`src/rtl/bin2bcd_seq_pkg.sv`:
```
// Shared definitions for the sequential binary-to-BCD converter:
// FSM state encoding, decimal saturation limit helper and the nine-digit pattern.
package bin2bcd_seq_pkg;

    typedef enum logic [1:0] {
        ST_IDLE   = 2'd0,
        ST_SHIFT  = 2'd1,
        ST_FINISH = 2'd2
    } conv_state_e;

    // One BCD digit showing 9; replicated per digit to form the saturated display.
    localparam logic [3:0] BCD_NINE = 4'h9;

    function automatic logic [63:0] pow10(input int n);
        logic [63:0] acc;
        acc = 64'd1;
        for (int i = 0; i < n; i++) begin
            acc = acc * 64'd10;
        end
        return acc;
    endfunction

endpackage

```
`src/rtl/bin2bcd_seq_add3.sv`:
```
// Double-dabble nibble correction: a BCD nibble of 5 or more gets 3 added
// so that the following left shift carries correctly into the next digit.
module bcd_add3 (
    input  logic [3:0] nib_i,
    output logic [3:0] nib_o
);

    always_comb begin
        nib_o = nib_i;
        if (nib_i >= 4'd5) begin
            nib_o = nib_i + 4'd3;
        end
    end

endmodule

```
`src/rtl/bin2bcd_seq.sv`:
```
// Sequential double-dabble converter with start/busy/done handshake; results,
// blanking mask and overflow flag are held stable between conversions.
module bin2bcd_seq
    import bin2bcd_seq_pkg::*;
#(
    parameter int BIN_W  = 20,
    parameter int DIGITS = 6
) (
    input  logic                  clk,
    input  logic                  resetn,
    input  logic                  start,
    input  logic [BIN_W-1:0]      bin_in,
    output logic                  busy,
    output logic                  done,
    output logic [4*DIGITS-1:0]   bcd_out,
    output logic [DIGITS-1:0]     blank,
    output logic                  ovf
);

    localparam int SW = 4 * DIGITS + BIN_W;
    localparam int CW = $clog2(BIN_W + 1);
    localparam logic [63:0] LIMIT = pow10(DIGITS) - 64'd1;
    localparam logic [4*DIGITS-1:0] ALL_NINES = {DIGITS{BCD_NINE}};
    localparam logic [DIGITS-1:0] BLANK_RST = {{(DIGITS-1){1'b1}}, 1'b0};

    conv_state_e          state_q, state_d;
    logic [SW-1:0]        scratch_q, scratch_d;
    logic [CW-1:0]        count_q, count_d;
    logic                 ovf_pend_q, ovf_pend_d;
    logic                 busy_q, busy_d;
    logic                 done_q, done_d;
    logic [4*DIGITS-1:0]  bcd_q, bcd_d;
    logic [DIGITS-1:0]    blank_q, blank_d;
    logic                 ovf_q, ovf_d;

    logic [4*DIGITS-1:0]  bcd_adj;
    logic [SW-1:0]        scratch_adj;
    logic [4*DIGITS-1:0]  result;
    logic [DIGITS-1:0]    digit_nz;
    logic [DIGITS-1:0]    blank_calc;

    // Corrections act on pre-shift nibbles; the shift happens in the same step.
    generate
        for (genvar gi = 0; gi < DIGITS; gi++) begin : g_digit
            bcd_add3 u_add3 (
                .nib_i (scratch_q[BIN_W + 4*gi +: 4]),
                .nib_o (bcd_adj[4*gi +: 4])
            );

            assign digit_nz[gi] = |result[4*gi +: 4];

            if (gi == 0) begin : g_units
                assign blank_calc[gi] = 1'b0;
            end else begin : g_upper
                assign blank_calc[gi] = ~|digit_nz[DIGITS-1:gi];
            end
        end
    endgenerate

    assign scratch_adj = {bcd_adj, scratch_q[BIN_W-1:0]};
    assign result      = ovf_pend_q ? ALL_NINES : scratch_q[SW-1:BIN_W];

    always_comb begin
        state_d    = state_q;
        scratch_d  = scratch_q;
        count_d    = count_q;
        ovf_pend_d = ovf_pend_q;
        busy_d     = busy_q;
        done_d     = 1'b0;
        bcd_d      = bcd_q;
        blank_d    = blank_q;
        ovf_d      = ovf_q;

        unique case (state_q)
            ST_IDLE: begin
                if (start) begin
                    scratch_d  = {{(4*DIGITS){1'b0}}, bin_in};
                    ovf_pend_d = 64'(bin_in) > LIMIT;
                    count_d    = '0;
                    busy_d     = 1'b1;
                    state_d    = ST_SHIFT;
                end
            end
            ST_SHIFT: begin
                scratch_d = {scratch_adj[SW-2:0], 1'b0};
                count_d   = count_q + 1'b1;
                if (count_q == CW'(BIN_W - 1)) begin
                    state_d = ST_FINISH;
                end
            end
            ST_FINISH: begin
                bcd_d   = result;
                blank_d = blank_calc;
                ovf_d   = ovf_pend_q;
                done_d  = 1'b1;
                busy_d  = 1'b0;
                state_d = ST_IDLE;
            end
            default: begin
                state_d = ST_IDLE;
                busy_d  = 1'b0;
            end
        endcase
    end

    always_ff @(posedge clk) begin
        if (!resetn) begin
            state_q    <= ST_IDLE;
            scratch_q  <= '0;
            count_q    <= '0;
            ovf_pend_q <= 1'b0;
            busy_q     <= 1'b0;
            done_q     <= 1'b0;
            bcd_q      <= '0;
            blank_q    <= BLANK_RST;
            ovf_q      <= 1'b0;
        end else begin
            state_q    <= state_d;
            scratch_q  <= scratch_d;
            count_q    <= count_d;
            ovf_pend_q <= ovf_pend_d;
            busy_q     <= busy_d;
            done_q     <= done_d;
            bcd_q      <= bcd_d;
            blank_q    <= blank_d;
            ovf_q      <= ovf_d;
        end
    end

    assign busy    = busy_q;
    assign done    = done_q;
    assign bcd_out = bcd_q;
    assign blank   = blank_q;
    assign ovf     = ovf_q;

endmodule
```
`config.mk`:
```
export PLATFORM = sky130hd
export DESIGN_NAME = bin2bcd_seq
export DESIGN_NICKNAME = d
export VERILOG_FILES = /design/src/rtl/bin2bcd_seq_pkg.sv /design/src/rtl/bin2bcd_seq_add3.sv /design/src/rtl/bin2bcd_seq.sv
export SDC_FILE = /design/constraint.sdc
export NUM_CORES = 1
export LEC_CHECK = 0
export ABC_CLOCK_PERIOD_IN_PS = 2100
export CAP_MARGIN = 25
export CORE_MARGIN = 4
export CORE_UTILIZATION = 26
export DETAILED_ROUTE_END_ITERATION = 7
export DONT_BUFFER_PORTS = 1
export PLACE_DENSITY = 0.41
export RECOVER_POWER = 25
export SETUP_SLACK_MARGIN = 0.02
export SLEW_MARGIN = 25
export SYNTH_ARGS = -nofsm -noshare
export SYNTH_HDL_FRONTEND = slang
export SYNTH_SLANG_ARGS = --single-unit
```
`constraint.sdc`:
```
create_clock -name clk -period 2.1 [get_ports clk]
set_input_delay 0.525 -clock clk [delete_from_list [all_inputs] [get_ports clk]]
set_output_delay 0.525 -clock clk [all_outputs]
set_load 0.02 [all_outputs]
```
==> Word level (Yosys, flattened, before mapping) <==
Index checks and enable logic that the tools add are counted.
{ "op_classes": {"add_sub_neg": 7, "n_lt_le_gt_ge": 7, "n_eq_ne": 5, "n_mux": 17, "bitwise": 1, "n_reduce_logical": 16} }
{ "ops": {"columns": ["cell", "count"], "rows": [
  ["case mux 44 bit (2 select lines)", 1],
  ["two-way mux 44 bit", 1],
  [">= comparator 4 x 3 -> 1 bit (second input constant)", 6],
  ["two-way mux 24 bit", 1],
  ["adder 4 x 2 -> 4 bit (second input constant)", 5],
  ["> comparator 20 bit (second input constant)", 1],
  ["two-way mux 4 bit", 5],
  ["OR reduction 20 bit", 1],
  ["OR reduction 16 bit", 1],
  ["OR reduction 12 bit", 1],
  ["case mux 5 bit (2 select lines)", 1],
  ["AND reduction 2 bit", 4],
  ["OR reduction 8 bit", 1],
  ["adder 5 x 1 -> 5 bit (second input constant)", 1],
  ["== test 5 bit (second input constant)", 1],
  ["logical NOT 1 bit", 5],
  ["two-way mux 5 bit", 1],
  ["two-way mux 2 bit", 2],
  ["inequality test 2 bit (second input constant)", 2],
  ["case mux 2 bit (2 select lines)", 1],
  ["OR reduction 4 bit", 1],
  ["adder 3 x 2 -> 3 bit (second input constant)", 1],
  ["two-way mux 3 bit", 1],
  ["== test 2 x 1 -> 1 bit (second input constant)", 1],
  ["6 further kinds", 7]
]} }
{ "word_totals": {"reg_bits": 84, "inputBits": 23, "out_inout_bits": 33, "wordCells": 62} }

==> Depth between registers and ports, before layout <==
{ "depth": {"ltp_word": 3, "ltp_mapped": 6, "mapped_depth_nobuf": 6} }

==> Hierarchy <==
Synthesis repeated with hierarchy kept, for this count alone.
{ "unflattened": {"hier_cells": 433, "hier_area_um2": 3708.6} }
{ "by_module_without_submodules": {"columns": ["module", "n_inst", "cells_per_inst", "area_per_inst_um2", "seq_area_each_um2"], "rows": [
  ["bin2bcd_seq", 1, 337, 3100.5, 1681.6],
  ["bcd_add3", 6, 16, 101.3, 0.0]
]} }

==> Worst setup path after synthesis <==
OpenSTA, ideal clock, no wires.
{ "synth_path": {"kind": "input -> register", "startpoint": "input start", "endpoint": "register scratch_q[34]", "setup_time_ns": 0.128, "arrival_time_ns": 1.462, "t_required_ns": 1.972, "path_slack_ns": 0.511, "cell_stages": 6, "path_buffers": 2, "path_cell_list": "or3b_1 > buf_2 > and3_1 > buf_2 > nand2_1 > o21ai_1"} }
{ "synth_via": {"elab_chain_len": 2} }
{ "synth_lines": {"columns": ["element", "line_no", "source"], "rows": [
  ["start, declared", "bin2bcd_seq.sv:11", "input logic start,"],
  ["inequality test 2 bit (no source line)", null, null],
  ["AND reduction 2 bit (no source line)", null, null],
  ["end signal, assigned", "bin2bcd_seq.sv:119", "scratch_q <= scratch_d;"],
  ["end, declared", "bin2bcd_seq.sv:27", "logic [SW-1:0] scratch_q, scratch_d;"]
]} }
Every way passes these cells.
A chain may end at the register's enable or synchronous reset.

==> Worst setup path in the final report <==
{ "layout_path": {"startpoint": "register state_q[0]", "endpoint": "register scratch_q[31]"} }
{ "layout_via": {"elab_chain_len": 3} }
{ "layout_lines": {"columns": ["element", "line_no", "source"], "rows": [
  ["start, declared", "bin2bcd_seq.sv:26", "conv_state_e state_q, state_d;"],
  ["start signal, assigned", "bin2bcd_seq.sv:118", "state_q <= state_d;"],
  ["== test 2 x 1 -> 1 bit / logical NOT 2 bit (equally long branches)", "bin2bcd_seq.sv:74", "unique case (state_q)"],
  ["nonzero test 2 bit (no source line) / inequality test 2 bit (equally long branches)", null, null],
  ["AND reduction 2 bit (no source line)", null, null]
]} }
Parallel ways exist; a longest one is shown, timed or not.

==> metrics.md <==
| Metric | Value |
|---|---|
| Final GP Congestion | 0.751 |
| Grt ovf | 0 |
| Clock Tree Buf Depth | 2 |
| R2R Path End | scratch_q[31] |
| Mapped Cells | 440 |
| H-tree levels | 3 |
| DR vias | 2,986 |
| CP cell instances | nor2b_2 > nor2_4 > o21ai_0 > a21boi_0 |
| Fin cells | 618 |
| Mapped cell area | 3830 um2 |
| Cell count of the worst hold path | 1 |
| Reg2reg start | state_q[0] |
| Unique cell type count in the Yosys netlist | 41 |
| CTS buffer count | 9 |
| Drt first pass iters | 4 |
| Leakage power total | 1.46 nW |
| Run status | completed |
| First-pass GRT wire length | 15,700 um |
| Mux share of post-synthesis cell area | 2.02% |
| Syn_area_per_cell | 8.71 um2 |
| Iter 0 DRT Violations | 108 |
| Crit path largest cell delay | 0.59 ns |
| CTS tree | done |
| Worst Setup End Kind | register |
| Site row count | 44 |
| R2R Setup Slk | 0.32 ns |
| Number of synthesized flops with an enable pin | 0 |
| Largest net degree at the start of global routing | 76 |
| Multi-input gate area | 1960 um2 |
| Hold Startpoint | resetn |
| Post-layout net count | 466 |
| Setup violators final | 0 |
| Initial antenna violation count | 0 |
| Final WL | 9540 um |
| Crit start category | register |
| Max Cap Viol | 0 |
| Hold/Removal Path Class | in2reg |
| Max Slew Vio Count | 0 |
| R2r worst-path depth | 4 |
| Max Clk Rate | 0.561 GHz |
| Slowest CP cell | nor2b_2 |
| Clock-pin slew on the worst setup and hold paths | 0.06 ns |
| DRC violations left | 0 |
| Slew headroom | 53.1% |
| Ys Warns | 0 |
| Post-synthesis register bit count | 84 |
| Worst Path Arrival | 2.00 ns |
| Adder-Cell Fraction of Synth Area | 4.24% |
| Maximum vdd ir drop | 449 uV |
| Core footprint | 14,500 um2 |
| Initial Util | 26.5% |
| Worst Path Required | 2.32 ns |
| Type of the worst setup path | reg2reg |
| Cell Area, Placed | 4000 um2 |
| Die area | 16,700 um2 |
| Setup Skew | 0.00790 ns |
| Filler Cells Inserted | 1,575 |
| CP top delay family | simple AND/OR/NAND/NOR gates |
| Main combinational cell family by area after synthesis | compound AO/OA/AOI/OAI gates |
| Final instance area | 4300 um2 |
| Worst Path Max Fanout | 27 |
| Tot GR Track Use | 12.1% |
| Die Span Y | 129 um |
| Simple logic cell fraction of the synthesized area | 20.2% |
| Compound-Gate Fraction of Synth Area | 22.0% |
| Post-Place Cells | 603 |
| Worst Setup SP | state_q[0] |
| Worst-margin pin slew | 0.702 ns |
| Antenna cells | 0 |
| Share of layout cells above drive strength 1 | 7.60% |
| Syn_nets | 476 |
| # Post-CTS Setup Buffers | 0 |
| Root Buffer | clkbuf_16 |
| Synth async-reset ratio | 0% |
| Post-CTS sizing | 0 |
| # IOs | 56 |
| RSZ-0062 raised after global routing | no |
| WL/cell | 15.4 um |
| Via-to-Cell Ratio | 4.83 |
| DP HPWL | 6480 um |
| Vias in the first global route | 3,013 |
| Sequential area share after synthesis | 43.9% |
| CTS Hold Bufs | 0 |
| Commonest register cell after synthesis | dfxtp_1 |
| Register area | 1680 um2 |
| Period utilization | 84.9% |
| Clock sinks | 84 |
| Port Buffers | 0 |
| Fin crit period | 1.78 ns |
| Final Hold Vio Count | 0 |
| Synth-to-layout area growth | 12.2% |
| Pwr Density | 811 nW/um2 |
| Post-Synth XOR/XNOR Area | 2.51% |
| WP buf/inv | 0 |
| Post-detailed-route count of antenna-violating nets | 0 |
| Setup TNS | 0 ns |
| Min-Delay Endpoint | blank[2] |
| Die X-Extent | 129 um |
| Skew-Pair Late Insertion Delay | 0.35 ns |
-- cell usage after synthesis, types with 11 or more instances --
cell | number | share of area [%]
nor3_1 | 20 | 2.6
a21boi_0 | 39 | 7.6
inv_1 | 13 | 1.3
dfxtp_1 | 84 | 44
nand2_1 | 65 | 6.4
a22oi_1 | 19 | 3.7
clkbuf_1 | 16 | 1.6
o21ai_0 | 26 | 3.4
buf_2 | 13 | 1.7
a21boi_1 | 12 | 2.4
nand3_1 | 12 | 1.6
o21ai_1 | 11 | 1.4
ha_1 | 13 | 4.2
-- kinds of logic after synthesis --
family,after synthesis
multiplexers,7
AO/OA/AOI/OAI,127
AND/OR/NAND/NOR,153
adder cells (fa/ha/maj),13
XOR/XNOR,11
buffers and inverters,44
other,1
flip-flops,84
-- worst max path at each step --
stage | end | cells past startpoint
after global placement | blank[1] | 4
final | scratch_q[31] | 4
after CTS | scratch_q[31] | 4
after floorplan | scratch_q[34] | 6
after detailed placement | scratch_q[31] | 4
after global routing | scratch_q[22] | 3
-- state kept, by name, indices dropped and copies added (netlist names) --
register	flops
bcd_out	24
blank	5
busy	1
count_q	5
done	1
ovf	1
ovf_pend_q	1
scratch_q	44
state_q	2
-- layout by cell type (no fill, tap or decap), types with 5 or more instances in the layout --
master / instances
dfxtp_1: 84
nand2_1: 65
a21boi_0: 39
o21ai_0: 26
nor3_1: 20
a22oi_1: 19
inv_1: 13
ha_1: 13
nand3_1: 12
a21boi_1: 12
o21ai_1: 11
a21oi_1: 10
nor2_1: 9
clkbuf_16: 9
buf_4: 9
nand2b_1: 8
or3_1: 6
nand3b_1: 6
mux2_2: 6
xnor2_1: 6
o21a_1: 6
xor2_1: 5
-- metal layers --
metal / vias up / wire, um / GRT usage (%)
met1: 1390 / 4680 / 16.0
met3: 10 / 699 / 4.66
met5: - / 0 / 0
li1: 1516 / - / -
met2: 70 / 4010 / 18.0
met4: 0 / 150 / 4.58
-- power by group --
group	leakage, nW	internal [mW]	switching, mW	total [mW]
Clock	0.142	1.04	0.634	1.67
Combinational	0.637	0.0626	0.104	0.167
Sequential	0.681	1.63	0.0236	1.65
Total	1.46	2.72	0.762	3.49
-- per-stage QoR --
step / worst slack [ns] / util (%) / hold slack, ns / total power, mW
after global routing: 0.0851 / 29.7 / 0.262 / 3.65
final: 0.317 / 29.7 / 0.282 / 3.49
after floorplan: 0.511 / - / 0.435 / 1.83
after global placement: 0.329 / 27.6 / 0.445 / 1.85
after CTS: 0.304 / 29.7 / 0.258 / 3.56
after detailed placement: 0.315 / 27.6 / 0.455 / 1.86
-- layout make-up --
type,instances,area share (%)
multi-input cells,312,45.6
repair buffers,10,1.69
well taps,184,5.35
flip-flops and latches,84,39.1
clock buffers,11,5.41
clock inverters,4,1.75
inverters,13,1.13
No activity file was read; power rests on OpenSTA's default activity.
